[config.mk]
export PLATFORM = sky130hd
export DESIGN_NAME = mouse_script_gen
export DESIGN_NICKNAME = d
export VERILOG_FILES = /design/src/rtl/mouse_script_gen.sv
export SDC_FILE = /design/constraint.sdc
export NUM_CORES = 1
export LEC_CHECK = 0
export CORE_MARGIN = 2
export CORE_UTILIZATION = 50
export CTS_BUF_LIST = sky130_fd_sc_hd__clkbuf_16
export DETAILED_ROUTE_END_ITERATION = 8
export DONT_BUFFER_PORTS = 1
export PLACE_DENSITY = 0.7
export SYNTH_ARGS = -nofsm -noshare
export SYNTH_HDL_FRONTEND = slang
export SYNTH_SLANG_ARGS = --single-unit
[constraint.sdc]
create_clock -name clk -period 6.7 [get_ports clk]
set_input_delay 0.67 -clock clk [delete_from_list [all_inputs] [get_ports clk]]
set_output_delay 0.67 -clock clk [all_outputs]
set_load 0.01 [all_outputs]
[src/rtl/mouse_script_gen.sv]
// mouse_script_gen: scripted mouse-event source standing in for mouse_ctl.
// On a start command it walks the cursor toward a clamped target at a fixed
// tick rate, optionally issues a timed click followed by a release gap, then
// pulses done and returns to idle. Cursor position persists across commands.
`timescale 1ns/1ps

module mouse_script_gen #(
  parameter int XW        = 12,
  parameter int TICK_DIV  = 1000,
  parameter int STEP      = 1,
  parameter int CLICK_LEN = 4,
  parameter int X_MAX     = 799,
  parameter int Y_MAX     = 599
) (
  input  logic          clk,
  input  logic          rst,
  input  logic          start,
  input  logic [XW-1:0] tgt_x,
  input  logic [XW-1:0] tgt_y,
  input  logic          click_en,
  input  logic          btn_sel,
  output logic [XW-1:0] mouse_xpos,
  output logic [XW-1:0] mouse_ypos,
  output logic          mouse_left,
  output logic          mouse_right,
  output logic          busy,
  output logic          done
);

  typedef enum logic [2:0] {
    S_IDLE  = 3'd0,
    S_MOVE  = 3'd1,
    S_PRESS = 3'd2,
    S_GAP   = 3'd3,
    S_DONE  = 3'd4
  } state_t;

  localparam int TW = (TICK_DIV > 1) ? $clog2(TICK_DIV) : 1;
  localparam int CW = (CLICK_LEN > 1) ? $clog2(CLICK_LEN) : 1;

  localparam logic [TW-1:0] TICK_LAST  = TW'(TICK_DIV - 1);
  localparam logic [CW-1:0] CLICK_LAST = CW'(CLICK_LEN - 1);
  localparam logic [XW-1:0] XMAX_C     = XW'(X_MAX);
  localparam logic [XW-1:0] YMAX_C     = XW'(Y_MAX);
  // One bit wider than the coordinates so a large STEP still compares correctly.
  localparam logic [XW:0]   STEP_C     = (XW + 1)'(STEP);

  // Saturate a requested coordinate to the screen limit.
  function automatic logic [XW-1:0] sat_coord(input logic [XW-1:0] v,
                                               input logic [XW-1:0] lim);
    return (v > lim) ? lim : v;
  endfunction

  // Move pos toward tgt by at most STEP; the distance is taken before the
  // update, so the result can never pass the target or wrap.
  function automatic logic [XW-1:0] step_toward(input logic [XW-1:0] pos,
                                                 input logic [XW-1:0] tgt);
    logic [XW-1:0] diff;
    logic [XW-1:0] amt;
    diff = (tgt >= pos) ? (tgt - pos) : (pos - tgt);
    amt  = ({1'b0, diff} > STEP_C) ? STEP_C[XW-1:0] : diff;
    return (tgt >= pos) ? (pos + amt) : (pos - amt);
  endfunction

  state_t        state_q, state_d;
  logic [TW-1:0] tick_q,  tick_d;
  logic [CW-1:0] cnt_q,   cnt_d;
  logic [XW-1:0] tx_q,    tx_d;
  logic [XW-1:0] ty_q,    ty_d;
  logic          click_q, click_d;
  logic          sel_q,   sel_d;
  logic [XW-1:0] xpos_q,  xpos_d;
  logic [XW-1:0] ypos_q,  ypos_d;
  logic          left_q,  left_d;
  logic          right_q, right_d;
  logic          busy_q,  busy_d;
  logic          done_q,  done_d;

  logic at_target;
  assign at_target = (xpos_q == tx_q) && (ypos_q == ty_q);

  // Next-state, datapath update and look-ahead of the registered outputs.
  always_comb begin
    state_d = state_q;
    tick_d  = tick_q;
    cnt_d   = cnt_q;
    tx_d    = tx_q;
    ty_d    = ty_q;
    click_d = click_q;
    sel_d   = sel_q;
    xpos_d  = xpos_q;
    ypos_d  = ypos_q;

    case (state_q)
      S_IDLE: begin
        if (start) begin
          tx_d    = sat_coord(tgt_x, XMAX_C);
          ty_d    = sat_coord(tgt_y, YMAX_C);
          click_d = click_en;
          sel_d   = btn_sel;
          tick_d  = '0;
          state_d = S_MOVE;
        end
      end
      S_MOVE: begin
        if (at_target) begin
          cnt_d   = '0;
          state_d = click_q ? S_PRESS : S_DONE;
        end else if (tick_q == TICK_LAST) begin
          xpos_d = step_toward(xpos_q, tx_q);
          ypos_d = step_toward(ypos_q, ty_q);
          tick_d = '0;
        end else begin
          tick_d = tick_q + 1'b1;
        end
      end
      S_PRESS: begin
        if (cnt_q == CLICK_LAST) begin
          cnt_d   = '0;
          state_d = S_GAP;
        end else begin
          cnt_d = cnt_q + 1'b1;
        end
      end
      S_GAP: begin
        if (cnt_q == CLICK_LAST) begin
          cnt_d   = '0;
          state_d = S_DONE;
        end else begin
          cnt_d = cnt_q + 1'b1;
        end
      end
      S_DONE: begin
        state_d = S_IDLE;
      end
      default: begin
        state_d = S_IDLE;
      end
    endcase

    // Outputs are registered from the next state so they line up with it.
    busy_d  = (state_d != S_IDLE);
    done_d  = (state_d == S_DONE);
    left_d  = (state_d == S_PRESS) && !sel_d;
    right_d = (state_d == S_PRESS) &&  sel_d;
  end

  // Control state and all outputs; reset aborts any command and releases buttons.
  always_ff @(posedge clk) begin
    if (rst) begin
      state_q <= S_IDLE;
      tick_q  <= '0;
      cnt_q   <= '0;
      xpos_q  <= '0;
      ypos_q  <= '0;
      left_q  <= 1'b0;
      right_q <= 1'b0;
      busy_q  <= 1'b0;
      done_q  <= 1'b0;
    end else begin
      state_q <= state_d;
      tick_q  <= tick_d;
      cnt_q   <= cnt_d;
      xpos_q  <= xpos_d;
      ypos_q  <= ypos_d;
      left_q  <= left_d;
      right_q <= right_d;
      busy_q  <= busy_d;
      done_q  <= done_d;
    end
  end

  // Latched command fields; only meaningful once a start has been accepted.
  always_ff @(posedge clk) begin
    tx_q    <= tx_d;
    ty_q    <= ty_d;
    click_q <= click_d;
    sel_q   <= sel_d;
  end

  assign mouse_xpos  = xpos_q;
  assign mouse_ypos  = ypos_q;
  assign mouse_left  = left_q;
  assign mouse_right = right_q;
  assign busy        = busy_q;
  assign done        = done_q;

endmodule

==> impl_metrics.sql, run 1 <==
INSERT INTO impl_metrics (metric_group, metric, value, unit) VALUES
('route', 'wire_per_inst', '16.6', 'um'),
('pwr', 'total_power', '1090', 'uW'),
('sta', 'min_period_over_period', '95.3', '%'),
('sta', 'final_setup_vio_count', '0', ''),
('cells_and_area', 'post_route_cells_drive_above_1_share', '9.38', '%'),
('sta', 'layout_setup_ws', '0.318', 'ns'),
('pwr', 'cellLeakagePower', '0.00286', 'uW'),
('floorplan', 'horiz_die_dim', '116', 'um'),
('place', 'detailedPlace.worstSlack', '0.129', 'ns'),
('floorplan', 'die_height', '116', 'um'),
('route', 'routed_via_density', '5.90', ''),
('route', 'finalWirelength', '15700', 'um'),
('critical_path', 'worst-setup-path-type', 'flip-flop to flip-flop', ''),
('global_route', 'vias_in_the_first_global_route', '5472', ''),
('route', 'remaining_drc_errors', '0', ''),
('clock_tree', 'cts_tree', 'done', ''),
('sta', 'timing.max_slew.rel_slack', '30.2', '%'),
('place', 'hpwl', '12000', 'um'),
('sta', 'hold_violations', '0', ''),
('min_path', 'hold_path.class', 'input pin to flip-flop', ''),
('critical_path', 'startpoint', 'ty_q[8]', ''),
('floorplan', 'fp-row-count', '40', ''),
('clock_tree', 'clk_path_buf_depth', '2', ''),
('route', 'drt_iter0_drc', '358', ''),
('clock_tree', 'cts-buffers-inserted', '9', ''),
('critical_path', 'setup.worst_path.end', 'mouse_ypos[11]', ''),
('critical_path', 'worst-r2r-setup-slack', '0.32', 'ns'),
('critical_path', 'timing.rr.end', 'mouse_ypos[11]', ''),
('synthesis', 'synth_cells', '764', ''),
('synthesis', 'synth.lib_cells_used.distinct', '77', ''),
('clock_tree', 'post-cts-setup-buffer-count', '0', ''),
('sta', 'min_period', '6.38', 'ns'),
('cells_and_area', 'most-common-layout-cells', 'sky130_fd_sc_hd__nor2_1, sky130_fd_sc_hd__a21oi_1, sky130_fd_sc_hd__inv_1, sky130_fd_sc_hd__ha_1, sky130_fd_sc_hd__nand2_1', ''),
('clock_tree', 'clock_latency_on_the_worst_skew_pair', '0.35', 'ns'),
('clock_tree', 'htreeDepth', '3', ''),
('job', 'cap_viol_max_count', '0', ''),
('clock_tree', 'cts.clk_slew.worst_paths', '0.07', 'ns'),
('synthesis', 'cell_type_contributing_the_most_total_cell_area_after_synthesis', 'sky130_fd_sc_hd__ha_1', ''),
('sta', 'rsz0062_at_grt', 'no', ''),
('pwr', 'pwr_density_cell', '160', 'mW/mm^2'),
('synthesis', 'postSynth.asyncResetShare', '0', '%'),
('pwr', 'worst_ir_drop_vdd', '0.136', 'mV'),
('floorplan', 'design.die.area', '0.0134', 'sq mm'),
('global_route', 'largest_net_degree_at_the_start_of_global_routing', '43', ''),
('synthesis', 'synth.ff_latch_count', '69', ''),
('critical_path', 'critPathArrivalTime', '6.60', 'ns'),
('floorplan', 'start_util', '51.6', '%'),
('synthesis', 'synth_top_area_share', '15.2', '%'),
('synthesis', 'number_of_enable_type_register_cells_in_the_synthesized_netlist', '25', ''),
('cells_and_area', 'n_antenna_cell', '0', ''),
('clock_tree', 'cts.sink_count', '69', ''),
('synthesis', 'synth.avg_cell_area', '8.18', 'sq um'),
('global_route', 'antenna_violations_before_repair', '0', ''),
('cells_and_area', 'final_common_cell', 'sky130_fd_sc_hd__nor2_1', ''),
('synthesis', 'synth_seq_area_share', '26.1', '%'),
('critical_path', 'startpoint_class_of_the_critical_path', 'flip-flop', ''),
('cells_and_area', 'layout_stage_area_growth_over_the_synthesis_result', '9.35', '%'),
('critical_path', 'worst_r2r_path_depth', '25', ''),
('run_status', 'outcome', 'completed', ''),
('critical_path', 'crit_path_end_kind', 'flip-flop', ''),
('cells_and_area', 'nets', '884', ''),
('floorplan', 'core_region_area', '0.0121', 'sq mm'),
('global_route', 'overflow', '0', ''),
('sta', 'finalMaxSlewViolations', '0', ''),
('critical_path', 'rr_startpoint', 'ty_q[8]', ''),
('floorplan', 'num_io_pins', '57', ''),
('sta', 'max_freq', '157', 'MHz'),
('sta', 'worst-slew-pin-transition', '1.04', 'ns'),
('global_route', 'grt_first_pass_wirelength', '26200', 'um'),
('clock_tree', 'ctsResizeCount', '0', ''),
('route', 'route.vias.total', '5578', '');
==> worst max-delay path: stages, from the launching register on <==
cell	delay (ns)
sky130_fd_sc_hd__edfxtp_1	0.40
sky130_fd_sc_hd__ha_1	0.49
sky130_fd_sc_hd__nand4_4	0.18
sky130_fd_sc_hd__or3_4	0.43
sky130_fd_sc_hd__o221a_4	0.30
sky130_fd_sc_hd__or4_4	0.50
sky130_fd_sc_hd__a31oi_4	0.17
sky130_fd_sc_hd__xnor2_1	0.13
sky130_fd_sc_hd__nor2_1	0.12
sky130_fd_sc_hd__nand2_1	0.05
sky130_fd_sc_hd__or4_1	0.45
sky130_fd_sc_hd__or2_1	0.28
sky130_fd_sc_hd__inv_2	0.06
sky130_fd_sc_hd__ha_1	0.21
sky130_fd_sc_hd__and2_1	0.17
sky130_fd_sc_hd__ha_1	0.27
sky130_fd_sc_hd__a21o_1	0.15
sky130_fd_sc_hd__a21oi_1	0.21
sky130_fd_sc_hd__o21bai_1	0.09
sky130_fd_sc_hd__a21oi_1	0.25
sky130_fd_sc_hd__o21bai_1	0.14
sky130_fd_sc_hd__a41oi_2	0.27
sky130_fd_sc_hd__o21a_1	0.25
sky130_fd_sc_hd__and4b_1	0.22
sky130_fd_sc_hd__nor4_1	0.28
sky130_fd_sc_hd__o2111ai_1	0.15
==> worst min path at each step <==
stage,from,endpoint,slack [ns],cells past startpoint
floorplan,tick_q[1],tick_q[1],0.45,2
global placement,cnt_q[1],cnt_q[1],0.45,2
detailed placement,cnt_q[1],cnt_q[1],0.48,2
CTS,rst,cnt_q[1],0.37,1
global route,rst,cnt_q[1],0.37,1
finish,rst,cnt_q[1],0.39,1
==> synthesized netlist by cell type (all sizes together) (5+ instances only) <==
master,instances
fa,6
a31oi,8
xnor2,20
nor4b,5
or3,12
a21o,14
and2,13
nor3,19
nor4,10
nand4,7
edfxtp,25
buf,15
o211ai,5
and3,12
nand2b,8
a211oi,13
o21ai,23
inv,73
nand3,18
xor2,14
o21bai,15
or2,11
nor2b,6
nand2,44
mux2,5
a21oi,76
ha,76
clkbuf,10
or4,9
mux2i,7
o21a,8
nor2,82
dfxtp,44
nand4b,5
==> power breakdown <==
group          switching (uW)  internal [uW]
Combinational             114           74.6
Sequential               7.17            446
Clock                     199            252
Total                     321            773
==> final cells by class <==
class / count / area [sq um]
Inverter: 73 / 274
Fill cell: 1147 / 5280
Clock inverter: 7 / 50.0
Clock buffer: 9 / 225
Sequential cell: 69 / 1640
Timing Repair Buffer: 19 / 143
Multi-Input combinational cell: 601 / 4300
Tap cell: 168 / 210
==> state kept, by name (all words and copies together), names as in the netlist <==
name / count
click_q: 1
ty_q: 12
tick_q: 10
mouse_ypos: 12
busy: 1
sel_q: 1
state_q: 3
mouse_left: 1
done: 1
tx_q: 12
mouse_xpos: 12
cnt_q: 2
mouse_right: 1
==> through the flow <==
step           instance area, sq um  hold slack, ns  util (%)  std cells
3_3_place_gp                   6510           0.451      53.8        930
2_1_floorplan                  6270           0.449         -        768
6_report                       6840           0.387      56.4        946
4_1_cts                        6790           0.365      56.0        946
5_1_grt                        6840           0.370      56.4        946
3_5_place_dp                   6510           0.475      53.8        930
==> kinds of logic (layout without fill, tap and decap cells) <==
kind of cell | after synthesis | in the layout | share of synthesized area, %
xor gates and xnor gates | 34 | 34 | 4.76
other | 2 | 6 | 0.120
DFF | 69 | 69 | 26.1
buffers and inverters | 98 | 108 | 6.22
AOI/OAI and AO/OA | 194 | 194 | 20.4
adders and majority gates | 82 | 82 | 17.1
muxes | 12 | 12 | 2.02
and+or+nand+nor | 273 | 273 | 23.3
==> per-layer routing <==
layer	vias to the layer above	GRT usage, %	share of wire (%)
li1	2748	-	-
met1	2642	32.1	47
met2	166	40.8	47
met3	22	5.39	5.2
met4	0	8.49	1.5
met5	-	0	0
Power figures use the tool's default switching activity.
==> run 2, diff against run 1 <==
--- a/config.mk
+++ b/config.mk
@@ -6,11 +6,12 @@
 export NUM_CORES = 1
 export LEC_CHECK = 0
 export CORE_MARGIN = 2
-export CORE_UTILIZATION = 50
+export CORE_UTILIZATION = 65
 export CTS_BUF_LIST = sky130_fd_sc_hd__clkbuf_16
 export DETAILED_ROUTE_END_ITERATION = 8
 export DONT_BUFFER_PORTS = 1
-export PLACE_DENSITY = 0.7
+export PLACE_DENSITY_LB_ADDON = 0.2
+export RECOVER_POWER = 25
 export SYNTH_ARGS = -nofsm -noshare
 export SYNTH_HDL_FRONTEND = slang
 export SYNTH_SLANG_ARGS = --single-unit
==> run 2 against run 1 <==
  * Sequential share of layout area is 0.081 points higher
  * Register-to-register slack about the same
  * Largest power group is now clock
  * Critical endpoint unchanged
  * Die area is 22% lower
  * Combinational power up 2%
  * Total power is 7.6% higher
  * Critical path type unchanged
==> impl_metrics.sql, run 2 (synthesis gave the netlist of run 1 again) <==
INSERT INTO impl_metrics (metric_group, metric, value, unit) VALUES
('min_path', 'hold_path.class', 'input pin to flip-flop', ''),
('route', 'remaining_drc_errors', '0', ''),
('cells_and_area', 'postLayoutCellArea', '0.00683', 'sq mm'),
('sta', 'finalMaxSlewViolations', '0', ''),
('sta', 'rsz0062_at_grt', 'no', ''),
('critical_path', 'rr_startpoint', 'mouse_ypos[8]', ''),
('sta', 'worst-slew-pin-transition', '1.10', 'ns'),
('global_route', 'use_met1', '39.8', '%'),
('global_route', 'vias_in_the_first_global_route', '5464', ''),
('pwr', 'clkPwrFrac', '45.1', '%'),
('global_route', 'grt.busiest_layer', 'met2', ''),
('floorplan', 'num_io_pins', '57', ''),
('place', 'placement.io_buffers', '0', ''),
('critical_path', 'crit_path_end_kind', 'flip-flop', ''),
('pwr', 'cell_internal_pwr', '850', 'uW'),
('cells_and_area', 'n_antenna_cell', '0', ''),
('pwr', 'total_switching_power', '326', 'uW'),
('clock_tree', 'htreeDepth', '3', ''),
('critical_path', 'critPathArrivalTime', '6.58', 'ns'),
('pwr', 'pwr_density_cell', '172', 'mW/mm^2'),
('route', 'routed_via_density', '6.26', ''),
('place', 'detailedPlace.worstSlack', '-0.0411', 'ns'),
('critical_path', 'setup.worst_path.end', 'mouse_ypos[11]', ''),
('sta', 'final_setup_vio_count', '0', ''),
('critical_path', 'critPathTopFamily', 'compound AO/OA/AOI/OAI gates', ''),
('critical_path', 'critical_path.max_stage_delay', '0.44', 'ns'),
('sta', 'finalClockSkew', '0.0108', 'ns'),
('sta', 'min_period', '6.39', 'ns'),
('cells_and_area', 'nets', '880', ''),
('route', 'wire_per_inst', '17.2', 'um'),
('clock_tree', 'clk_root_buffer_cell', 'sky130_fd_sc_hd__clkbuf_16', ''),
('route', 'detail-route-antenna-nets', '0', ''),
('sta', 'hold_violations', '0', ''),
('global_route', 'overflow', '0', ''),
('cells_and_area', 'post_route_cells_drive_above_1_share', '9.82', '%'),
('route', 'route.vias.total', '5652', ''),
('pwr', 'comb_power_share', '16.4', '%'),
('route', 'finalWirelength', '15500', 'um'),
('cells_and_area', 'final_common_cell', 'sky130_fd_sc_hd__nor2_1', ''),
('pwr', 'worst_ir_drop_vdd', '0.131', 'mV'),
('clock_tree', 'clock_latency_on_the_worst_skew_pair', '0.34', 'ns'),
('critical_path', 'worst-r2r-setup-slack', '0.31', 'ns'),
('sta', 'max_freq', '157', 'MHz'),
('floorplan', 'fp-row-count', '35', ''),
('place', 'place_congestion', '0.957', ''),
('job', 'cap_viol_max_count', '0', ''),
('cells_and_area', 'layout_stage_area_growth_over_the_synthesis_result', '9.23', '%'),
('clock_tree', 'cts_tree', 'done', ''),
('route', 'drt_iter0_drc', '396', ''),
('critical_path', 'slowest_stage', 'sky130_fd_sc_hd__or3_4', ''),
('critical_path', 'startpoint_class_of_the_critical_path', 'flip-flop', ''),
('clock_tree', 'cts.clk_slew.worst_paths', '0.06', 'ns'),
('global_route', 'grt_first_pass_wirelength', '25300', 'um'),
('global_route', 'grt.total_usage', '30.3', '%'),
('route', 'firstDrtPassIters', '5', ''),
('sta', 'timing.max_slew.rel_slack', '26.3', '%'),
('critical_path', 'cp.depth', '25', ''),
('sta', 'layout_setup_ws', '0.311', 'ns'),
('floorplan', 'die_height', '102', 'um'),
('critical_path', 'startpoint', 'mouse_ypos[8]', ''),
('cells_and_area', 'utilization', '73.6', '%'),
('pwr', 'total_power', '1180', 'uW'),
('place', 'post_detailed_placement_cell_area', '0.00643', 'sq mm'),
('clock_tree', 'post-cts-setup-buffer-count', '0', ''),
('floorplan', 'start_util', '67.3', '%'),
('run_status', 'outcome', 'completed', ''),
('floorplan', 'horiz_die_dim', '102', 'um'),
('floorplan', 'design.die.area', '0.0104', 'sq mm'),
('pwr', 'power.share.sequential', '38.6', '%'),
('sta', 'fin_setup_tns', '0', 'ns'),
('critical_path', 'worst_r2r_path_depth', '25', ''),
('global_route', 'gr-usage-met2', '51.7', '%'),
('sta', 'min_period_over_period', '95.4', '%'),
('floorplan', 'core_region_area', '0.00928', 'sq mm'),
('critical_path', 'crit_buf_inv', '3', ''),
('critical_path', 'timing.rr.end', 'mouse_ypos[11]', ''),
('global_route', 'antenna_violations_before_repair', '0', ''),
('place', 'hpwl', '11400', 'um'),
('clock_tree', 'cts-buffers-inserted', '9', ''),
('critical_path', 'worst-setup-path-type', 'flip-flop to flip-flop', ''),
('clock_tree', 'cts.sink_count', '69', ''),
('pwr', 'cellLeakagePower', '0.00285', 'uW'),
('clock_tree', 'clk_path_buf_depth', '2', ''),
('global_route', 'largest_net_degree_at_the_start_of_global_routing', '50', ''),
('pwr', 'switching_share', '27.7', '%'),
('critical_path', 'worst_ep_required_time', '6.89', 'ns'),
('global_route', 'use_met3', '4.51', '%'),
('cells_and_area', 'most-common-layout-cells', 'sky130_fd_sc_hd__nor2_1, sky130_fd_sc_hd__a21oi_1, sky130_fd_sc_hd__inv_1, sky130_fd_sc_hd__ha_1, sky130_fd_sc_hd__nand2_1', ''),
('critical_path', 'crit_fanout', '12', '');
## run 2: through the flow
| step | instances | hold slack (ns) |
|---|---|---|
| global placement | 887 | 0.451 |
| finish | 903 | 0.393 |
| detailed placement | 887 | 0.474 |
| CTS | 903 | 0.399 |
| global route | 903 | 0.390 |
| floorplan | 768 | 0.449 |
## run 2: worst reg2reg max path: stages (launching register included)
cell and delay (ns):
sky130_fd_sc_hd__dfxtp_2 0.41, sky130_fd_sc_hd__inv_1 0.06, sky130_fd_sc_hd__ha_2 0.42, sky130_fd_sc_hd__nand4_4 0.17, sky130_fd_sc_hd__or3_4 0.44, sky130_fd_sc_hd__o221a_4 0.28
sky130_fd_sc_hd__buf_4 0.19, sky130_fd_sc_hd__mux2_1 0.35, sky130_fd_sc_hd__a211oi_1 0.33, sky130_fd_sc_hd__xnor2_1 0.20, sky130_fd_sc_hd__or4_1 0.41, sky130_fd_sc_hd__or2_1 0.27
sky130_fd_sc_hd__inv_2 0.06, sky130_fd_sc_hd__ha_1 0.21, sky130_fd_sc_hd__and2_1 0.17, sky130_fd_sc_hd__ha_1 0.29, sky130_fd_sc_hd__a21o_1 0.16, sky130_fd_sc_hd__a21oi_1 0.22
sky130_fd_sc_hd__o21bai_1 0.12, sky130_fd_sc_hd__a21oi_2 0.19, sky130_fd_sc_hd__o21bai_1 0.14, sky130_fd_sc_hd__a41oi_2 0.28, sky130_fd_sc_hd__o21a_1 0.25, sky130_fd_sc_hd__and4b_1 0.21
sky130_fd_sc_hd__nor4_1 0.27, sky130_fd_sc_hd__o2111ai_1 0.14
## run 2: area by class of cell
cell class / instances / area (sq um)
multi-input cells: 601 / 4320
fillers: 699 / 2450
flip-flops and latches: 69 / 1640
inverters: 73 / 274
clock buffers: 9 / 225
well taps: 129 / 161
repair buffers: 15 / 109
clock inverters: 7 / 98.8
## run 2: routing by layer
layer / up-vias / part of all wire [%] / wire [um]
met2: 208 / 47 / 7290
met3: 37 / 6.3 / 985
met4: 0 / 2.0 / 305
met5: - / 0 / 0
met1: 2660 / 45 / 6950
li1: 2747 / - / -
## run 2: worst min path at each step
stage	cells past startpoint	from	to
detailed placement	2	cnt_q[1]	cnt_q[1]
floorplan	2	tick_q[1]	tick_q[1]
CTS	1	rst	mouse_ypos[9]
finish	1	rst	mouse_ypos[9]
global placement	2	cnt_q[1]	cnt_q[1]
global route	1	rst	mouse_ypos[8]
## run 2: power groups by stage
stage / clock [uW] / sequential [uW] / combinational, uW
detailed placement: 0 / 463 / 183
global placement: 0 / 462 / 177
finish: 530 / 454 / 193
CTS: 533 / 454 / 185
floorplan: 0 / 461 / 148
global route: 548 / 455 / 211
## run 2: timing repair
action / in CTS / in global routing
hold buffers: 0 / 0
pin swaps: 1 / 1
resized for setup: 1 / 21
hold endpoints to repair: 0 / 0
endpoints found under the setup margin: 1 / 3
==> run 3, diff against run 2 <==
--- a/config.mk
+++ b/config.mk
@@ -10,7 +10,7 @@
 export CTS_BUF_LIST = sky130_fd_sc_hd__clkbuf_16
 export DETAILED_ROUTE_END_ITERATION = 8
 export DONT_BUFFER_PORTS = 1
-export PLACE_DENSITY_LB_ADDON = 0.2
+export PLACE_DENSITY_LB_ADDON = 0.12
 export RECOVER_POWER = 25
 export SYNTH_ARGS = -nofsm -noshare
 export SYNTH_HDL_FRONTEND = slang
==> run 3 against run 2 <==
  * Die area did not move
  * Total power down 7.7%
  * Highest routed layer unchanged
  * Combinational power about the same
  * Setup slack got worse by 0.031 ns
  * Largest cell class unchanged
  * First-iteration DRC count is 15% higher
  * Utilization shrank 0.13 points
  * Clock skew up 0.0029 ns
  * Final area decreased by 0.18%
  * Wire length grew 0.93%
  * Non-clock buffer count is 5 higher
  * Critical path type unchanged
  * Hold slack worse by 0.0040 ns
==> impl_metrics.sql, run 3 (synthesis gave the netlist of run 1 again) <==
INSERT INTO impl_metrics (metric_group, metric, value, unit) VALUES
('pwr', 'cell_internal_pwr', '771', 'uW'),
('cells_and_area', 'fillers', '763', ''),
('job', 'cap_viol_max_count', '0', ''),
('pwr', 'pwr_density_cell', '159', 'mW/mm^2'),
('critical_path', 'worst_r2r_path_depth', '25', ''),
('critical_path', 'worst-setup-path-type', 'flip-flop to flip-flop', ''),
('sta', 'layout_setup_ws', '0.280', 'ns'),
('global_route', 'vias_in_the_first_global_route', '5403', ''),
('clock_tree', 'cts.sink_count', '69', ''),
('sta', 'final_setup_vio_count', '0', ''),
('pwr', 'total_switching_power', '315', 'uW'),
('global_route', 'largest_net_degree_at_the_start_of_global_routing', '50', ''),
('floorplan', 'die_height', '102', 'um'),
('critical_path', 'rr_startpoint', 'ty_q[8]', ''),
('sta', 'timing.max_slew.rel_slack', '27.1', '%'),
('clock_tree', 'htreeDepth', '3', ''),
('cells_and_area', 'most-common-layout-cells', 'sky130_fd_sc_hd__nor2_1, sky130_fd_sc_hd__a21oi_1, sky130_fd_sc_hd__inv_1, sky130_fd_sc_hd__ha_1, sky130_fd_sc_hd__nand2_1', ''),
('cells_and_area', 'seq_area', '0.00164', 'sq mm'),
('critical_path', 'critical_path.max_stage_delay', '0.50', 'ns'),
('critical_path', 'crit_fanout', '7', ''),
('sta', 'min_period', '6.42', 'ns'),
('clock_tree', 'cts.clk_slew.worst_paths', '0.06', 'ns'),
('sta', 'finalMaxSlewViolations', '0', ''),
('clock_tree', 'clk_root_buffer_cell', 'sky130_fd_sc_hd__clkbuf_16', ''),
('pwr', 'clkPwrFrac', '40.3', '%'),
('sta', 'timing.hold.ws', '0.390', 'ns'),
('clock_tree', 'clock_latency_on_the_worst_skew_pair', '0.34', 'ns'),
('floorplan', 'num_io_pins', '57', ''),
('clock_tree', 'clk_path_buf_depth', '2', ''),
('sta', 'fin_setup_tns', '0', 'ns'),
('critical_path', 'worst_ep_required_time', '6.91', 'ns'),
('critical_path', 'slowest_stage', 'sky130_fd_sc_hd__or4_4', ''),
('critical_path', 'timing.rr.end', 'mouse_ypos[11]', ''),
('min_path', 'worst_hold_end', 'mouse_ypos[6]', ''),
('global_route', 'grt_first_pass_wirelength', '25500', 'um'),
('route', 'firstDrtPassIters', '5', ''),
('sta', 'hold_violations', '0', ''),
('route', 'remaining_drc_errors', '0', ''),
('route', 'routed_via_density', '6.22', ''),
('place', 'place_congestion', '0.936', ''),
('global_route', 'grt.total_usage', '30.6', '%'),
('min_path', 'hold_path.class', 'input pin to flip-flop', ''),
('min_path', 'whs_path_depth', '1', ''),
('sta', 'min_period_over_period', '95.8', '%'),
('place', 'placed_cells_incl_taps', '890', ''),
('run_status', 'outcome', 'completed', ''),
('cells_and_area', 'layoutNonFillerInstCount', '907', ''),
('cells_and_area', 'multiInputGateArea', '0.00433', 'sq mm'),
('cells_and_area', 'nets', '885', ''),
('floorplan', 'horiz_die_dim', '102', 'um'),
('route', 'detail-route-antenna-nets', '0', ''),
('cells_and_area', 'utilization', '73.4', '%'),
('route', 'route.vias.total', '5643', ''),
('cells_and_area', 'n_antenna_cell', '0', ''),
('pwr', 'power.share.sequential', '41.8', '%'),
('cells_and_area', 'final_common_cell', 'sky130_fd_sc_hd__nor2_1', ''),
('floorplan', 'core_region_area', '0.00928', 'sq mm'),
('floorplan', 'design.die.area', '0.0104', 'sq mm'),
('global_route', 'antenna_violations_before_repair', '0', ''),
('critical_path', 'crit_buf_inv', '1', ''),
('pwr', 'switching_share', '29.0', '%'),
('critical_path', 'startpoint_class_of_the_critical_path', 'flip-flop', ''),
('min_path', 'hold_path_startpoint', 'rst', ''),
('place', 'detailedPlace.worstSlack', '-0.0770', 'ns'),
('pwr', 'worst_ir_drop_vdd', '0.222', 'mV'),
('cells_and_area', 'post_route_cells_drive_above_1_share', '10.5', '%'),
('pwr', 'cellLeakagePower', '0.00286', 'uW'),
('clock_tree', 'cts-buffers-inserted', '9', ''),
('critical_path', 'critPathTopFamily', 'simple AND/OR/NAND/NOR gates', ''),
('place', 'placement.io_buffers', '0', ''),
('global_route', 'overflow', '0', ''),
('clock_tree', 'cts_hold_repair.buffers', '0', ''),
('floorplan', 'fp-row-count', '35', ''),
('pwr', 'comb_power_share', '18.0', '%'),
('place', 'hpwl', '11500', 'um'),
('critical_path', 'critPathArrivalTime', '6.63', 'ns'),
('route', 'drt_iter0_drc', '454', ''),
('cells_and_area', 'layout_stage_area_growth_over_the_synthesis_result', '9.03', '%'),
('floorplan', 'start_util', '67.3', '%'),
('route', 'finalWirelength', '15700', 'um'),
('clock_tree', 'cts_tree', 'done', ''),
('critical_path', 'worst-r2r-setup-slack', '0.28', 'ns'),
('critical_path', 'crit_path_end_kind', 'flip-flop', ''),
('sta', 'max_freq', '156', 'MHz'),
('route', 'wire_per_inst', '17.3', 'um'),
('sta', 'worst-slew-pin-transition', '1.09', 'ns'),
('sta', 'finalClockSkew', '0.0137', 'ns');
[run 3: worst max path at each step]
stage	from	to	cells after the start	slack (ns)
global route	ty_q[0]	mouse_ypos[11]	29	-0.12
finish	ty_q[8]	mouse_ypos[11]	25	0.28
global placement	mouse_ypos[11]	mouse_ypos[11]	27	0.24
floorplan	mouse_ypos[8]	mouse_ypos[11]	26	0.70
detailed placement	mouse_ypos[7]	mouse_ypos[11]	27	-0.08
CTS	mouse_ypos[7]	mouse_ypos[11]	26	0.10
[run 3: per-layer routing]
metal | part of all wire, % | global-route usage, %
met5 | 0 | 0
met4 | 1.5 | 8.41
met3 | 7.1 | 5.68
met2 | 48 | 51.4
met1 | 44 | 40.6
[run 3: power by group through the flow]
| stage | Sequential, uW | Combinational, uW | Clock [uW] |
|---|---|---|---|
| final | 454 | 195 | 438 |
| after global routing | 455 | 215 | 457 |
| after floorplan | 461 | 148 | 0 |
| after detailed placement | 463 | 185 | 0 |
| after CTS | 454 | 188 | 436 |
| after global placement | 462 | 178 | 0 |
[run 3: metrics by stage]
stage | area [sq um] | power [uW]
after floorplan | 6270 | 608
after global placement | 6450 | 640
after detailed placement | 6450 | 648
after CTS | 6730 | 1080
after global routing | 6820 | 1130
final | 6820 | 1090
[run 3: timing repair]
| action | 4_1_cts | 5_1_grt |
|---|---|---|
| endpoints found under the setup margin | 1 | 4 |
| gates resized for setup | 2 | 22 |
| pin swaps | 0 | 3 |
| buffers inserted | 0 | 2 |
[run 3: area by class of cell]
class                      instances  area share, %
multi-input combinational        601           63.5
sequential                        69           24.1
inverter                          73           4.02
clock buffer                       9           3.30
tap                              129           2.37
timing repair buffer              20           2.15
clock inverter                     6          0.587
